`config.mk`:
```
export PLATFORM = sky130hd
export DESIGN_NAME = decode_execute_reg_flat
export DESIGN_NICKNAME = d
export VERILOG_FILES = /design/src/rtl/decode_execute_reg_if.sv /design/src/rtl/decode_execute_reg.sv /design/src/flat_wrapper.sv
export SDC_FILE = /design/constraint.sdc
export NUM_CORES = 1
export LEC_CHECK = 0
export BUFFER_PORTS_ARGS = -buffer_cell sky130_fd_sc_hd__buf_2
export CAP_MARGIN = 20
export CORE_AREA = 5 5 174 176
export CTS_CLUSTER_SIZE = 12
export DETAILED_ROUTE_END_ITERATION = 7
export DIE_AREA = 0 0 179 181
export PLACE_DENSITY = 0.73
export SYNTH_ARGS = -nofsm -noshare
export SYNTH_HDL_FRONTEND = slang
export SYNTH_SLANG_ARGS = --single-unit
```
`constraint.sdc`:
```
create_clock -name clk -period 2.2 [get_ports clk]
set_input_delay 0.22 -clock clk [delete_from_list [all_inputs] [get_ports clk]]
set_output_delay 0.22 -clock clk [all_outputs]
set_load 0.02 [all_outputs]
```
`src/rtl/decode_execute_reg_if.sv`:
```
// Decode/execute pipeline-register bus: decode-side fields, hazard controls,
// write-back bypass port, and the registered execute-side copies with counters.
interface decode_execute_reg_if #(
    parameter int XLEN  = 32,
    parameter int CNT_W = 16
);
    logic            valid_d;
    logic [XLEN-1:0] pc_d, pc_plus4_d, imm_d, rd1_d, rd2_d;
    logic [4:0]      rs1_d, rs2_d, rd_d;
    logic            reg_write_d, mem_read_d, mem_write_d, alu_src_d, branch_d, jump_d;
    logic [3:0]      alu_ctrl_d;
    logic [1:0]      result_src_d;

    logic            stall_e, flush_e, cnt_clr;
    logic            reg_write_w;
    logic [4:0]      rd_w;
    logic [XLEN-1:0] result_w;

    logic            valid_e;
    logic [XLEN-1:0] pc_e, pc_plus4_e, imm_e, rd1_e, rd2_e;
    logic [4:0]      rs1_e, rs2_e, rd_e;
    logic            reg_write_e, mem_read_e, mem_write_e, alu_src_e, branch_e, jump_e;
    logic [3:0]      alu_ctrl_e;
    logic [1:0]      result_src_e;
    logic [CNT_W-1:0] bubble_cnt, issue_cnt;

    modport master (
        output valid_d, pc_d, pc_plus4_d, imm_d, rd1_d, rd2_d, rs1_d, rs2_d, rd_d,
               reg_write_d, mem_read_d, mem_write_d, alu_src_d, branch_d, jump_d,
               alu_ctrl_d, result_src_d, stall_e, flush_e, cnt_clr,
               reg_write_w, rd_w, result_w,
        input  valid_e, pc_e, pc_plus4_e, imm_e, rd1_e, rd2_e, rs1_e, rs2_e, rd_e,
               reg_write_e, mem_read_e, mem_write_e, alu_src_e, branch_e, jump_e,
               alu_ctrl_e, result_src_e, bubble_cnt, issue_cnt
    );

    modport slave (
        input  valid_d, pc_d, pc_plus4_d, imm_d, rd1_d, rd2_d, rs1_d, rs2_d, rd_d,
               reg_write_d, mem_read_d, mem_write_d, alu_src_d, branch_d, jump_d,
               alu_ctrl_d, result_src_d, stall_e, flush_e, cnt_clr,
               reg_write_w, rd_w, result_w,
        output valid_e, pc_e, pc_plus4_e, imm_e, rd1_e, rd2_e, rs1_e, rs2_e, rd_e,
               reg_write_e, mem_read_e, mem_write_e, alu_src_e, branch_e, jump_e,
               alu_ctrl_e, result_src_e, bubble_cnt, issue_cnt
    );
endinterface

```
`src/rtl/decode_execute_reg.sv`:
```
// D/E pipeline register: flush > stall > load, write-back bypass on load,
// and saturating bubble/issue performance counters.
module decode_execute_reg #(
    parameter int XLEN  = 32,
    parameter int CNT_W = 16
) (
    input logic                  clk,
    input logic                  rst_n,
    decode_execute_reg_if.slave  bus
);
    typedef struct packed {
        logic            valid;
        logic [XLEN-1:0] pc;
        logic [XLEN-1:0] pc_plus4;
        logic [XLEN-1:0] imm;
        logic [XLEN-1:0] rd1;
        logic [XLEN-1:0] rd2;
        logic [4:0]      rs1;
        logic [4:0]      rs2;
        logic [4:0]      rd;
        logic            reg_write;
        logic            mem_read;
        logic            mem_write;
        logic            alu_src;
        logic            branch;
        logic            jump;
        logic [3:0]      alu_ctrl;
        logic [1:0]      result_src;
    } stage_t;

    localparam logic [CNT_W-1:0] CNT_MAX = '1;

    stage_t           stage_reg, stage_next, load_val;
    logic             bubble_inc, issue_inc;
    logic             bypass_rs1, bypass_rs2;
    logic [CNT_W-1:0] bubble_cnt_reg, bubble_cnt_next;
    logic [CNT_W-1:0] issue_cnt_reg, issue_cnt_next;

    // Register file writes at the end of the cycle, so the read data on rd*_d is stale.
    assign bypass_rs1 = bus.reg_write_w && (bus.rd_w != 5'd0) && (bus.rd_w == bus.rs1_d);
    assign bypass_rs2 = bus.reg_write_w && (bus.rd_w != 5'd0) && (bus.rd_w == bus.rs2_d);

    always_comb begin
        load_val            = '0;
        load_val.valid      = 1'b1;
        load_val.pc         = bus.pc_d;
        load_val.pc_plus4   = bus.pc_plus4_d;
        load_val.imm        = bus.imm_d;
        load_val.rd1        = bypass_rs1 ? bus.result_w : bus.rd1_d;
        load_val.rd2        = bypass_rs2 ? bus.result_w : bus.rd2_d;
        load_val.rs1        = bus.rs1_d;
        load_val.rs2        = bus.rs2_d;
        load_val.rd         = bus.rd_d;
        load_val.reg_write  = bus.reg_write_d;
        load_val.mem_read   = bus.mem_read_d;
        load_val.mem_write  = bus.mem_write_d;
        load_val.alu_src    = bus.alu_src_d;
        load_val.branch     = bus.branch_d;
        load_val.jump       = bus.jump_d;
        load_val.alu_ctrl   = bus.alu_ctrl_d;
        load_val.result_src = bus.result_src_d;
    end

    // A loaded invalid instruction becomes an all-zero bubble, same as a flush.
    always_comb begin
        stage_next = stage_reg;
        bubble_inc = 1'b0;
        issue_inc  = 1'b0;
        if (bus.flush_e) begin
            stage_next = '0;
            bubble_inc = 1'b1;
        end else if (!bus.stall_e) begin
            if (bus.valid_d) begin
                stage_next = load_val;
                issue_inc  = 1'b1;
            end else begin
                stage_next = '0;
                bubble_inc = 1'b1;
            end
        end
    end

    always_comb begin
        bubble_cnt_next = bubble_cnt_reg;
        issue_cnt_next  = issue_cnt_reg;
        if (bus.cnt_clr) begin
            bubble_cnt_next = '0;
            issue_cnt_next  = '0;
        end else begin
            if (bubble_inc && (bubble_cnt_reg != CNT_MAX))
                bubble_cnt_next = bubble_cnt_reg + 1'b1;
            if (issue_inc && (issue_cnt_reg != CNT_MAX))
                issue_cnt_next = issue_cnt_reg + 1'b1;
        end
    end

    always_ff @(posedge clk or negedge rst_n) begin
        if (!rst_n) begin
            stage_reg      <= '0;
            bubble_cnt_reg <= '0;
            issue_cnt_reg  <= '0;
        end else begin
            stage_reg      <= stage_next;
            bubble_cnt_reg <= bubble_cnt_next;
            issue_cnt_reg  <= issue_cnt_next;
        end
    end

    assign bus.valid_e      = stage_reg.valid;
    assign bus.pc_e         = stage_reg.pc;
    assign bus.pc_plus4_e   = stage_reg.pc_plus4;
    assign bus.imm_e        = stage_reg.imm;
    assign bus.rd1_e        = stage_reg.rd1;
    assign bus.rd2_e        = stage_reg.rd2;
    assign bus.rs1_e        = stage_reg.rs1;
    assign bus.rs2_e        = stage_reg.rs2;
    assign bus.rd_e         = stage_reg.rd;
    assign bus.reg_write_e  = stage_reg.reg_write;
    assign bus.mem_read_e   = stage_reg.mem_read;
    assign bus.mem_write_e  = stage_reg.mem_write;
    assign bus.alu_src_e    = stage_reg.alu_src;
    assign bus.branch_e     = stage_reg.branch;
    assign bus.jump_e       = stage_reg.jump;
    assign bus.alu_ctrl_e   = stage_reg.alu_ctrl;
    assign bus.result_src_e = stage_reg.result_src;
    assign bus.bubble_cnt   = bubble_cnt_reg;
    assign bus.issue_cnt    = issue_cnt_reg;
endmodule

```
`src/flat_wrapper.sv`:
```
// flat-port wrapper written by rule: the top's interface ports become plain ports
module decode_execute_reg_flat 
#(
    parameter int XLEN  = 32,
    parameter int CNT_W = 16
)
  (clk, rst_n, bus_valid_d, bus_pc_d, bus_pc_plus4_d, bus_imm_d, bus_rd1_d, bus_rd2_d, bus_rs1_d, bus_rs2_d, bus_rd_d, bus_reg_write_d, bus_mem_read_d, bus_mem_write_d, bus_alu_src_d, bus_branch_d, bus_jump_d, bus_alu_ctrl_d, bus_result_src_d, bus_stall_e, bus_flush_e, bus_cnt_clr, bus_reg_write_w, bus_rd_w, bus_result_w, bus_valid_e, bus_pc_e, bus_pc_plus4_e, bus_imm_e, bus_rd1_e, bus_rd2_e, bus_rs1_e, bus_rs2_e, bus_rd_e, bus_reg_write_e, bus_mem_read_e, bus_mem_write_e, bus_alu_src_e, bus_branch_e, bus_jump_e, bus_alu_ctrl_e, bus_result_src_e, bus_bubble_cnt, bus_issue_cnt);
  decode_execute_reg_if #(.XLEN(XLEN), .CNT_W(CNT_W)) bus_i ();
  input logic clk;
  input logic rst_n;
  input wire logic [$bits(bus_i.valid_d)-1:0] bus_valid_d;
  input wire logic [$bits(bus_i.pc_d)-1:0] bus_pc_d;
  input wire logic [$bits(bus_i.pc_plus4_d)-1:0] bus_pc_plus4_d;
  input wire logic [$bits(bus_i.imm_d)-1:0] bus_imm_d;
  input wire logic [$bits(bus_i.rd1_d)-1:0] bus_rd1_d;
  input wire logic [$bits(bus_i.rd2_d)-1:0] bus_rd2_d;
  input wire logic [$bits(bus_i.rs1_d)-1:0] bus_rs1_d;
  input wire logic [$bits(bus_i.rs2_d)-1:0] bus_rs2_d;
  input wire logic [$bits(bus_i.rd_d)-1:0] bus_rd_d;
  input wire logic [$bits(bus_i.reg_write_d)-1:0] bus_reg_write_d;
  input wire logic [$bits(bus_i.mem_read_d)-1:0] bus_mem_read_d;
  input wire logic [$bits(bus_i.mem_write_d)-1:0] bus_mem_write_d;
  input wire logic [$bits(bus_i.alu_src_d)-1:0] bus_alu_src_d;
  input wire logic [$bits(bus_i.branch_d)-1:0] bus_branch_d;
  input wire logic [$bits(bus_i.jump_d)-1:0] bus_jump_d;
  input wire logic [$bits(bus_i.alu_ctrl_d)-1:0] bus_alu_ctrl_d;
  input wire logic [$bits(bus_i.result_src_d)-1:0] bus_result_src_d;
  input wire logic [$bits(bus_i.stall_e)-1:0] bus_stall_e;
  input wire logic [$bits(bus_i.flush_e)-1:0] bus_flush_e;
  input wire logic [$bits(bus_i.cnt_clr)-1:0] bus_cnt_clr;
  input wire logic [$bits(bus_i.reg_write_w)-1:0] bus_reg_write_w;
  input wire logic [$bits(bus_i.rd_w)-1:0] bus_rd_w;
  input wire logic [$bits(bus_i.result_w)-1:0] bus_result_w;
  output wire logic [$bits(bus_i.valid_e)-1:0] bus_valid_e;
  output wire logic [$bits(bus_i.pc_e)-1:0] bus_pc_e;
  output wire logic [$bits(bus_i.pc_plus4_e)-1:0] bus_pc_plus4_e;
  output wire logic [$bits(bus_i.imm_e)-1:0] bus_imm_e;
  output wire logic [$bits(bus_i.rd1_e)-1:0] bus_rd1_e;
  output wire logic [$bits(bus_i.rd2_e)-1:0] bus_rd2_e;
  output wire logic [$bits(bus_i.rs1_e)-1:0] bus_rs1_e;
  output wire logic [$bits(bus_i.rs2_e)-1:0] bus_rs2_e;
  output wire logic [$bits(bus_i.rd_e)-1:0] bus_rd_e;
  output wire logic [$bits(bus_i.reg_write_e)-1:0] bus_reg_write_e;
  output wire logic [$bits(bus_i.mem_read_e)-1:0] bus_mem_read_e;
  output wire logic [$bits(bus_i.mem_write_e)-1:0] bus_mem_write_e;
  output wire logic [$bits(bus_i.alu_src_e)-1:0] bus_alu_src_e;
  output wire logic [$bits(bus_i.branch_e)-1:0] bus_branch_e;
  output wire logic [$bits(bus_i.jump_e)-1:0] bus_jump_e;
  output wire logic [$bits(bus_i.alu_ctrl_e)-1:0] bus_alu_ctrl_e;
  output wire logic [$bits(bus_i.result_src_e)-1:0] bus_result_src_e;
  output wire logic [$bits(bus_i.bubble_cnt)-1:0] bus_bubble_cnt;
  output wire logic [$bits(bus_i.issue_cnt)-1:0] bus_issue_cnt;
  assign bus_i.valid_d = bus_valid_d;
  assign bus_i.pc_d = bus_pc_d;
  assign bus_i.pc_plus4_d = bus_pc_plus4_d;
  assign bus_i.imm_d = bus_imm_d;
  assign bus_i.rd1_d = bus_rd1_d;
  assign bus_i.rd2_d = bus_rd2_d;
  assign bus_i.rs1_d = bus_rs1_d;
  assign bus_i.rs2_d = bus_rs2_d;
  assign bus_i.rd_d = bus_rd_d;
  assign bus_i.reg_write_d = bus_reg_write_d;
  assign bus_i.mem_read_d = bus_mem_read_d;
  assign bus_i.mem_write_d = bus_mem_write_d;
  assign bus_i.alu_src_d = bus_alu_src_d;
  assign bus_i.branch_d = bus_branch_d;
  assign bus_i.jump_d = bus_jump_d;
  assign bus_i.alu_ctrl_d = bus_alu_ctrl_d;
  assign bus_i.result_src_d = bus_result_src_d;
  assign bus_i.stall_e = bus_stall_e;
  assign bus_i.flush_e = bus_flush_e;
  assign bus_i.cnt_clr = bus_cnt_clr;
  assign bus_i.reg_write_w = bus_reg_write_w;
  assign bus_i.rd_w = bus_rd_w;
  assign bus_i.result_w = bus_result_w;
  assign bus_valid_e = bus_i.valid_e;
  assign bus_pc_e = bus_i.pc_e;
  assign bus_pc_plus4_e = bus_i.pc_plus4_e;
  assign bus_imm_e = bus_i.imm_e;
  assign bus_rd1_e = bus_i.rd1_e;
  assign bus_rd2_e = bus_i.rd2_e;
  assign bus_rs1_e = bus_i.rs1_e;
  assign bus_rs2_e = bus_i.rs2_e;
  assign bus_rd_e = bus_i.rd_e;
  assign bus_reg_write_e = bus_i.reg_write_e;
  assign bus_mem_read_e = bus_i.mem_read_e;
  assign bus_mem_write_e = bus_i.mem_write_e;
  assign bus_alu_src_e = bus_i.alu_src_e;
  assign bus_branch_e = bus_i.branch_e;
  assign bus_jump_e = bus_i.jump_e;
  assign bus_alu_ctrl_e = bus_i.alu_ctrl_e;
  assign bus_result_src_e = bus_i.result_src_e;
  assign bus_bubble_cnt = bus_i.bubble_cnt;
  assign bus_issue_cnt = bus_i.issue_cnt;
  decode_execute_reg #(.XLEN(XLEN), .CNT_W(CNT_W)) u_core (.clk(clk), .rst_n(rst_n), .bus(bus_i));
endmodule
```
# Yosys cells after proc, flatten, opt, wreduce, memory -nomap -nowiden
# Index checks and enable logic that the tools add are counted.
# W data, S select, Z words.
# classes
mux	15
reduce_logical	8
n_eq_ne	5
n_addsub	2
# op_table
operator	n
$mux W188	3
$mux W16	4
$mux W32	2
$add A16 B1 Y16 const B	2
$ne A16 B16 Y1 const B	2
$eq A5 B5 Y1	2
$mux W1	6
$logic_and A1 B1 Y1	5
$reduce_bool A5 Y1	1
$reduce_bool A2 Y1	2
$ne A2 B1 Y1 const B	1
# totals
reg_bits	220
out_inout_bits	220
inputBits	231
word_cells	49

# Logic depth before layout (Yosys ltp)
# Gate-level depths: netlist (run 1).
# depth
ltp_word	7
mapped_depth	7
ltp_nobuf	5

# Worst setup path after synthesis (run 1)
# OpenSTA, ideal clock, no wires.
# synth_timing
path_type	flip-flop to flip-flop
startpoint	register u_core.bubble_cnt_reg[0] (netlist: u_core.bus.bubble_cnt[0])
endpoint	register u_core.bubble_cnt_reg[1] (netlist: u_core.bus.bubble_cnt[1])
path_stages_with_launch	8
required_ns	2.064
synth_period_minus_slack_ns	2.150
path_slack_ns	0.050
arrival_time_ns	2.014
path_cell_list	dfrtp_1 -> ha_1 -> nand4_1 -> nor4_1 -> clkbuf_1 -> clkbuf_1 -> nand3b_1 -> a21oi_1
# synth_via
elab_chain_len	3
word_cells_on_any_way	6
# synth_rtl
element	line_no	text
from (decl)	decode_execute_reg.sv:36	logic [CNT_W-1:0] bubble_cnt_reg, bubble_cnt_next;
from (signal assigned)	decode_execute_reg.sv:104	bubble_cnt_reg <= bubble_cnt_next;
$add A16 B1 Y16 / $ne A16 B16 Y1 (equally long branches)	decode_execute_reg.sv:91, decode_execute_reg.sv:90	
$mux W16 / $logic_and A1 B1 Y1 (equally long branches)	decode_execute_reg.sv:90	if (bubble_inc && (bubble_cnt_reg != CNT_MAX))
$mux W16 / $reduce_bool A2 Y1 (equally long branches)	n/a	
# Parallel ways exist; a longest one is shown, timed or not. The select of a mux whose other input is x is not followed.
# A chain may end at the register's enable or synchronous reset.

# Final worst setup path (run 1)
# layout_timing
startpoint	register u_core.issue_cnt_reg[0] (netlist: u_core.bus.issue_cnt[0])
endpoint	register u_core.issue_cnt_reg[14] (netlist: u_core.bus.issue_cnt[14])
# layout_via
elab_chain_len	3
word_cells_on_any_way	6
# layout_rtl
element	line_no	text
from (decl)	decode_execute_reg.sv:37	logic [CNT_W-1:0] issue_cnt_reg, issue_cnt_next;
from (signal assigned)	decode_execute_reg.sv:105	issue_cnt_reg <= issue_cnt_next;
$add A16 B1 Y16 / $ne A16 B16 Y1 (equally long branches)	decode_execute_reg.sv:93, decode_execute_reg.sv:92	
$mux W16 / $logic_and A1 B1 Y1 (equally long branches)	decode_execute_reg.sv:92	if (issue_inc && (issue_cnt_reg != CNT_MAX))
$mux W16 / $reduce_bool A2 Y1 (equally long branches)	n/a	
# Parallel ways exist; a longest one is shown, timed or not. The select of a mux whose other input is x is not followed.

==> results of run 1 <==
-- power by group --
group | total (mW) | switching [mW] | internal [mW]
clock network | 3.84 | 1.59 | 2.25
registers | 4.28 | 0.0911 | 4.19
logic | 1.33 | 0.744 | 0.582
total | 9.44 | 2.42 | 7.02
-- per-layer routing --
metal | vias to the layer above | GRT usage, % | routed length (um)
met5 | - | 0 | 0
met4 | 0 | 8.78 | 1560
met3 | 95 | 5.04 | 3550
met2 | 577 | 34.2 | 16800
met1 | 4588 | 25.5 | 13400
li1 | 4268 | - | -
-- final timing paths --
| check | startpoint | to | slack, ps | depth (start not counted) |
|---|---|---|---|---|
| max in group asynchronous | rst_n | u_core.bus.imm_e[3] | 1150 | 3 |
| setup reg to reg | u_core.bus.issue_cnt[0] | u_core.bus.issue_cnt[14] | 120 | 5 |
| hold reg to reg | u_core.bus.valid_e | u_core.bus.valid_e | 480 | 2 |
| setup / recovery | u_core.bus.issue_cnt[0] | u_core.bus.issue_cnt[14] | 120 | 5 |
| hold / removal | bus_rs2_d[2] | u_core.bus.rs2_e[2] | 20 | 2 |
| min in group asynchronous | rst_n | u_core.bus.rd2_e[9] | 270 | 2 |
-- repair_timing --
action	CTS	global route
resized for setup	0	0
hold buffers	120	0
setup endpoints to repair	0	0
hold endpoints to repair	182	0
buffers inserted	0	0
-- worst max-delay path: cells and delay by family (launching register included) --
| kind | cells | cell delay, ps |
|---|---|---|
| simple gates | 3 | 1130 |
| flops | 1 | 460 |
| fa+ha+maj | 1 | 270 |
| compound gates | 1 | 150 |
-- stage by stage --
stage | cell area [um^2] | setup slack [ps] | utilization (%) | hold WS [ps]
after floorplan | 9440 | 49.6 | - | -75.6
after global placement | 12300 | 79.0 | 43.3 | 226
after detailed placement | 12300 | 60.1 | 43.3 | 236
after CTS | 14300 | 151 | 50.1 | 4.41
after global routing | 14300 | 27.0 | 50.1 | 4.09
final | 14300 | 116 | 50.1 | 19.3
-- placed cells by master, fill, tap and decap left out, types with 2 or more instances in the layout --
master,synthesis,final
nand2_1,78,78
or3_1,7,7
clkbuf_8,0,2
nor2_1,11,11
o31ai_1,15,15
and2_1,34,34
buf_12,0,6
nor4_2,1,2
buf_4,0,37
mux2_1,6,6
nand3_1,12,12
clkbuf_1,71,7
and3_1,4,4
nor2b_1,6,6
a221o_1,64,64
nor4_1,5,4
nand2b_1,3,3
clkbuf_16,0,25
a21oi_1,90,90
dfrtp_1,220,220
nand4_1,9,9
a211oi_4,0,2
inv_1,4,4
nor3_1,3,3
or4_1,16,16
a211oi_1,5,3
clkinv_2,0,4
o21ai_0,6,6
xnor2_1,6,6
ha_1,2,2
a22o_1,123,123
dlygate4sd3_1,0,120
and4_1,6,6
xor2_1,4,4
buf_2,1,449
-- layout make-up --
class                      count  area share [%]
sequential                   220            38.6
clock buffer                  34            4.76
tap                          384            3.37
inverter                       4           0.105
multi-input combinational    526            25.7
timing repair buffer         613            27.0
clock inverter                 6           0.403
antenna                        1          0.0175
-- kinds of logic after synthesis --
logic type	after synthesis
xor gates and xnor gates	10
adders and majority gates	2
muxes	7
buffers and inverters	81
and+or+nand+nor	200
DFF	220
AOI/OAI and AO/OA	307
==> metrics, run 1 <==
post-route insts no fill=1788; simple-gate share of the synthesized area=11.3%; XOR/XNOR share of the synthesized area=0.927%; routed len/inst=19.7 um; Storage cell area=0.00551 mm^2; Root Buffer=clkbuf_16; crit path kind=reg -> reg; detailed-route wire length=35300 um; Syn Area/Cell=11.4 um^2; DRT Pass-1 Iters=5; CP required=2630 ps; DP HPWL=23900 um; vias per std cell=5.33; # H-tree levels=1; first-pass GRT wire length=54200 um; Synth area leaders=dfrtp_1 58%, a22o_1 11%, a221o_1 6.8%; fill count=2462; top-count cell post-synth=dfrtp_1; Clk Latency, worst-skew pair=500 ps; complex-gate fraction of the synthesized area=25.2%; Critical Path Source Type=flip-flop; f_max=480 MHz; syn_nets=1060; Largest stage delay, worst path=480 ps; first-iteration detailed-routing DRC count=665; Pwr Total=9.44 mW; fin crit period=2080 ps; Tcrit/Tclk final=94.7%; CTS tree=done; Worst Path Arrival=2510 ps; Clock Path Buffers=3; Overflow after GRT=0; final hold violations=0; share of synthesized cell area in full adder, half adder and majority cells=0.265%; Port Buf Inserts=450; via count=9528; Max-Slew Margin vs Limit=39.8%; CTS Sinks=220; Synth Instances=827; number of synthesized flops with an enable pin=0; class of the worst hold path=in -> reg; Synth cell types=39; Yosys reg bits=220; asr flop ratio synth=100%; Seq/Total Area, Yosys=58.3%; die height=181 um; CTS Buf Count=24; Layout Skew=8.68 ps; share of layout cells above drive strength 1=37.9%; synthesized area=0.00944 mm^2; Most used DFF post-synth=dfrtp_1; gpl congestion=0.894; DRC Markers=0; row count=62; largest net degree at the start of global routing=105; largest area contributor in the netlist=dfrtp_1; crit-path cells=ha_1 -> nand4bb_1 -> or3_1 -> or4_1 -> a21oi_1; largest family of logic cells by synthesized area=compound AO/OA/AOI/OAI gates; Pleak=7.44 nW; Cell Pwr Density=661 mW/mm^2; Max-Cap Viols=0; number of global-route vias before repair=9743; placed cells=1627; Final ANT Viol Nets=0; status=complete, no violations; Die Wd=179 um; gr usage total=20.6%; RSZ-0062 raised after global routing=false; die area=0.0324 mm^2; worst slew pin tran=900 ps; area of the multi-input gates=0.00367 mm^2; Area Growth Syn to Fin=51.2%; Crit Path Max Fanout=7; Synth top cells by count=220 x dfrtp_1, 123 x a22o_1, 90 x a21oi_1; setup_tns=0 ps; core area=0.0285 mm^2; maximum vdd drop=428 uV; NumNets Final=1622; crit end category=flip-flop; I/O Pins=451; CP max stage cell=or4_1; mux cell area share after synthesis=0.821%; Synth warnings=0; initial antenna violation count=0; Clock Pin Slew Worst Setup and Hold Paths=60 ps; top cell type's share of synthesized area=58.3%; Starting Density=33.2%; # setup viols final=0; final max-slew violation count=0
(Power assumes the default switching activity.)
==> run 2: changes to the inputs <==
- BUFFER_PORTS_ARGS: -buffer_cell sky130_fd_sc_hd__buf_2 -> default
- DONT_BUFFER_PORTS: default -> 1
- PLACE_DENSITY: 0.73 -> 0.59
==> run 2 against run 1 <==
Against the previous run: the flow now finishes with violations (negative hold slack); sequential power up 5%; first-iteration DRC count down 8.0%; hold slack worse by 620 ps; clock skew down 2.6 ps; via count down 15%; critical path depth unchanged; final area down 8.7%; non-clock buffer count down 354; die area unchanged; global-route usage down 1.8 points; final cell count down 20%; critical endpoint is now u_core.bus.issue_cnt[11]; largest power group unchanged.
==> metrics, run 2 (same netlist as run 1, synthesis figures left out) <==
Crit Path Max Fanout=7 (unchanged); core area=0.0285 mm^2 (unchanged); I/O Pins=451 (unchanged); largest net degree at the start of global routing=221 (+110%); CP required=2590 ps (-40 ps); row count=62 (unchanged); Layout Skew=6.04 ps (-2.64 ps); most common cell after layout, fill and taps aside=dfrtp_1; Starting Density=33.2% (unchanged); placed cells=1174 (-28%); Max-Slew Margin vs Limit=60.7% (+21 points); placed cell area=0.0100 mm^2 (-19%); Final ANT Viol Nets=0 (unchanged); Cell Pwr Density=708 mW/mm^2 (+7.1%); Final Cell Area=0.0130 mm^2 (-8.7%); first-pass GRT wire length=48800 um (-9.9%); antenna cells=0 (-1); status=finished with violations; crit path kind=in -> reg; uppermost layer routed=met4; Port Buf Inserts=0 (-100%); NumNets Final=1268 (-22%); die height=181 um (unchanged); post-route insts no fill=1434 (-20%); worst slew pin tran=590 ps (-311 ps); Root Buffer=clkbuf_16; DP HPWL=21500 um (-10%); Met1 Wirelength=12100 um (-9.6%); # hold bufs at CTS=218 (+82%); CP delay by family, top=simple AND/OR/NAND/NOR gates; share of layout cells above drive strength 1=8.00% (-30 points); CTS Sinks=220 (unchanged); detailed-route wire length=32900 um (-6.8%); setup_tns=0 ps (unchanged); f_max=469 MHz (-2.2%); maximum vdd drop=405 uV (-5.3%); number of global-route vias before repair=8308 (-15%); Clock Path Buffers=3 (unchanged); Clk Latency, worst-skew pair=510 ps (about the same); Tcrit/Tclk final=96.9% (+2.1 points); fill count=2494 (+1.3%); Worst Path Arrival=2520 ps (about the same); Max-Cap Viols=0 (unchanged); DRT Pass-1 Iters=5 (unchanged); Area Growth Syn to Fin=37.9%; failing checks=negative hold slack; class of the worst hold path=in -> async; routed len/inst=22.9 um (+16%); crit end category=flip-flop; CP bufs+invs=1 (+1); Clock Pin Slew Worst Setup and Hold Paths=60 ps (about the same); DRC Markers=0 (unchanged); Met2 Wirelength=16000 um (-4.5%); crit-path cells=dlygate4sd3_1 -> or3b_1 -> or4_1 -> nor4_2 -> mux2_1; Pleak=5.83 nW (-22%); initial antenna violation count=0 (unchanged); Overflow after GRT=0 (unchanged); CTS tree=done; final hold violations=220 (+220); gpl congestion=0.827 (-7.4%); met3 WL=3460 um (-2.5%); Critical Path Source Type=input pin; # setup viols final=0 (unchanged); CTS Buf Count=24 (unchanged); CP max stage cell=or4_1; # H-tree levels=1 (unchanged); die area=0.0324 mm^2 (unchanged); Die Wd=179 um (unchanged); fin crit period=2130 ps (+47.0 ps); most frequent cells in the layout=220 x dfrtp_1, 217 x dlygate4sd3_1, 123 x a22o_1; gr usage total=18.8% (-1.8 points); vias per std cell=5.66 (+6.3%); first-iteration detailed-routing DRC count=612 (-8.0%); final max-slew violation count=0 (unchanged); via count=8120 (-15%); RSZ-0062 raised after global routing=false; Fin Hold WS=-600 ps (-619 ps); Largest stage delay, worst path=650 ps (+170 ps)
[run 2: changes by cell type in the layout (fill, tap and decap cells not counted), sizes merged]
cell         previous run  this run
buf                   493        42
inv                     4         5
dlygate4sd3           120       217
clkinv                  4         1
diode                   1         0
clkbuf                 34        38
clkinvlp                1         0
[run 2: power breakdown]
part	leakage (nW)	internal (mW)	total, mW	switching [mW]
sequential	3.01	4.18	4.48	0.297
clock	0.376	2.36	3.94	1.58
combinational	2.45	0.442	0.812	0.369
total	5.83	6.99	9.23	2.24
[run 2: final timing paths]
kind                                           from                       end  slack (ps)  cells after the start
max reg2reg                 u_core.bus.issue_cnt[1]  u_core.bus.issue_cnt[14]         200                      5
max in group asynchronous                     rst_n       u_core.bus.rd1_e[9]        2360                      0
min in group clk                   bus_result_w[24]      u_core.bus.rd2_e[24]          30                      2
max                                     bus_flush_e  u_core.bus.issue_cnt[11]          70                      5
min                                           rst_n       u_core.bus.pc_e[26]        -600                      0
min reg2reg                u_core.bus.bubble_cnt[1]  u_core.bus.bubble_cnt[1]         570                      2
[run 2: final cells by class]
class | count | area (um^2) | share of cell area (%)
Clock buffer | 38 | 724 | 5.56
Clock inverter | 3 | 43.8 | 0.336
Inverter | 4 | 15.0 | 0.115
Multi-Input combinational cell | 526 | 3690 | 28.3
Sequential cell | 220 | 5510 | 42.3
Tap cell | 384 | 480 | 3.69
Timing Repair Buffer | 259 | 2570 | 19.7
[run 2: layer usage]
metal  global-route usage [%]  up-vias
met5                        0        -
met4                     7.52        0
met3                     5.77       75
met2                     31.9      442
met1                     22.3     4035
li1                         -     3568
[run 2: timing repair]
item,CTS,global route
setup buffers,0,1
endpoints found under the setup margin,0,7
resized for setup,0,4
hold endpoints to repair,440,220
[run 2: metrics by stage]
step	power (mW)	setup WS [ps]	util [%]
floorplan	4.84	49.6	-
global placement	5.01	158	35.3
detailed placement	5.01	140	35.3
CTS	9.34	59.4	45.7
global route	9.54	25.0	45.8
finish	9.23	69.2	45.8
==> run 3: changes to the inputs <==
- CORE_AREA: 5 5 174 176 -> 2 2 176 178
- DIE_AREA: 0 0 179 181 -> 0 0 178 180
- PLACE_DENSITY: 0.59 -> 0.57
==> run 3 against run 2 <==
Against the previous run: the flow still finishes with violations (negative hold slack); via count down 0.62%; hold slack better by 8.8 ps; sequential power about the same; critical endpoint is now u_core.bus.rd2_e[15].
==> metrics, run 3 (same netlist as run 1, synthesis figures left out) <==
initial antenna violation count=3 (+3); DP HPWL=20700 um (-3.6%); Starting Density=31.3% (-1.9 points); first-iteration detailed-routing DRC count=590 (-3.6%); worst slew pin tran=887 ps (+297 ps); r2r startpoint=u_core.bus.issue_cnt[0]; setup_tns=0 ps (unchanged); critical path depth=8 (+3); Largest stage delay, worst path=590 ps (-60 ps); setup ws final=67.9 ps (-1.34 ps); Critical Path Source Type=input pin; Clock Path Buffers=3 (unchanged); crit end category=flip-flop; worst r2r path cells=5 (unchanged); crit-path cells=dlygate4sd3_1 -> nor3b_4 -> buf_12 -> buf_4 -> nand2_1 -> a21oi_1 -> a221o_1 -> dlygate4sd3_1; CTS Sinks=220 (unchanged); most common cell after layout, fill and taps aside=dfrtp_1; gpl congestion=0.806 (-2.5%); status=finished with violations; CP delay by family, top=buffers and inverters; FF-to-FF setup slack=160 ps (-40 ps); final max-slew violation count=0 (unchanged); fill count=2739 (+9.8%); Crit Path Max Fanout=55 (+48); class of the worst hold path=in -> async; die height=180 um (-0.55%); fin crit period=2130 ps (+1.34 ps); Fin Hold WS=-591 ps (+8.85 ps); largest net degree at the start of global routing=221 (unchanged); gr usage total=18.5% (-0.36 points); area of the multi-input gates=0.00368 mm^2 (-0.20%); DRT Pass-1 Iters=5 (unchanged); CP max stage cell=dlygate4sd3_1; Port Buf Inserts=0 (unchanged); placed cell area=0.0101 mm^2 (+0.82%); Pleak=5.75 nW (-1.4%); Final ANT Viol Nets=0 (unchanged); Placement Setup Slack=18.2 ps (-122 ps); CP bufs+invs=4 (+3); Storage cell area=0.00551 mm^2 (unchanged); CP most frequent cell=dlygate4sd3_1; first-pass GRT wire length=47200 um (-3.4%); share of layout cells above drive strength 1=8.67% (+0.67 points); Pwr Total=8.92 mW (-3.3%); via count=8070 (-0.62%); number of global-route vias before repair=8217 (-1.1%); detailed-route wire length=31500 um (-4.1%); RR Endpoint=u_core.bus.issue_cnt[14]; Die Wd=178 um (-0.56%); final hold violations=220 (unchanged); Tcrit/Tclk final=96.9% (about the same); Layout Skew=5.78 ps (-0.268 ps); core area=0.0302 mm^2 (+6.0%); maximum vdd drop=414 uV (+2.1%); row count=64 (+3.2%); # hold bufs at CTS=203 (-6.9%); NumNets Final=1262 (-0.47%); f_max=469 MHz (about the same); crit path kind=in -> reg; Clock Pin Slew Worst Setup and Hold Paths=60 ps (about the same); CTS tree=done; # setup viols final=0 (unchanged); Final Cell Area=0.0129 mm^2 (-1.2%); CP required=2650 ps (+60 ps); crit path launch=bus_stall_e; Overflow after GRT=0 (unchanged); Cell Pwr Density=693 mW/mm^2 (-2.2%); failing checks=negative hold slack; Max-Cap Viols=0 (unchanged); DRC Markers=0 (unchanged); # H-tree levels=1 (unchanged); I/O Pins=451 (unchanged); Worst Path Arrival=2580 ps (+60 ps); Root Buffer=clkbuf_16; most frequent cells in the layout=220 x dfrtp_1, 202 x dlygate4sd3_1, 123 x a22o_1; CP Capture Point=u_core.bus.rd2_e[15]; Clk Latency, worst-skew pair=500 ps (about the same); vias per std cell=5.62 (-0.82%); die area=0.0320 mm^2 (-1.1%); Area Growth Syn to Fin=36.3%; CTS Buf Count=23 (-4.2%); Max-Slew Margin vs Limit=40.9% (-20 points); routed len/inst=21.9 um (-4.3%)
-- run 3: changes by cell type in the layout (fill, tap and decap cells not counted), sizes merged --
cell | before | now
dlygate4sd3 | 217 | 202
clkinv | 1 | 2
buf | 42 | 52
diode | 0 | 3
clkbuf | 38 | 30
-- run 3: worst min-delay path by stage --
stage	from	to	slack [ps]	depth (start not counted)
finish	rst_n	u_core.bus.imm_e[27]	-590	0
floorplan	rst_n	u_core.bus.alu_ctrl_e[0]	-80	0
global placement	rst_n	u_core.bus.imm_e[27]	-70	0
detailed placement	rst_n	u_core.bus.imm_e[27]	-70	0
CTS	rst_n	u_core.bus.imm_e[27]	-620	0
global route	rst_n	u_core.bus.imm_e[27]	-620	0
-- run 3: what timing repair did --
action | in CTS | in global routing
endpoints found under the setup margin | 0 | 8
hold endpoints to repair | 431 | 220
resized for setup | 0 | 2
buffers inserted | 0 | 2
-- run 3: worst reg2reg max path: stages, from the launching register on --
cell,delay (ps)
dfrtp_1,350
ha_1,230
nand4bb_1,180
or3_1,530
or4_1,500
a21oi_1,160
-- run 3: report_power, final --
part,internal [mW],total [mW],switching (mW)
Combinational,0.438,0.812,0.375
Clock,2.11,3.63,1.52
Sequential,4.18,4.47,0.291
-- run 3: final cells by class --
| cell class | count | share of cell area (%) |
|---|---|---|
| well taps | 396 | 3.85 |
| flip-flops and latches | 220 | 42.8 |
| clock buffers | 30 | 4.91 |
| multi-input cells | 526 | 28.6 |
| diodes | 3 | 0.0583 |
| inverters | 4 | 0.117 |
| clock inverters | 4 | 0.379 |
| repair buffers | 254 | 19.3 |
-- run 3: per-stage QoR --
stage	utilization, %	std cells
finish	42.6	1437
global route	42.6	1437
CTS	42.5	1432
detailed placement	33.5	1195
global placement	33.5	1195
floorplan	-	827
-- run 3: layer usage --
| layer | up-vias | track usage (%) | share of wire (%) |
|---|---|---|---|
| met5 | - | 0 | 0.051 |
| met4 | 2 | 7.84 | 4.0 |
| met1 | 3982 | 22.4 | 39 |
| li1 | 3547 | - | - |
| met2 | 470 | 30.5 | 47 |
| met3 | 69 | 5.35 | 10 |
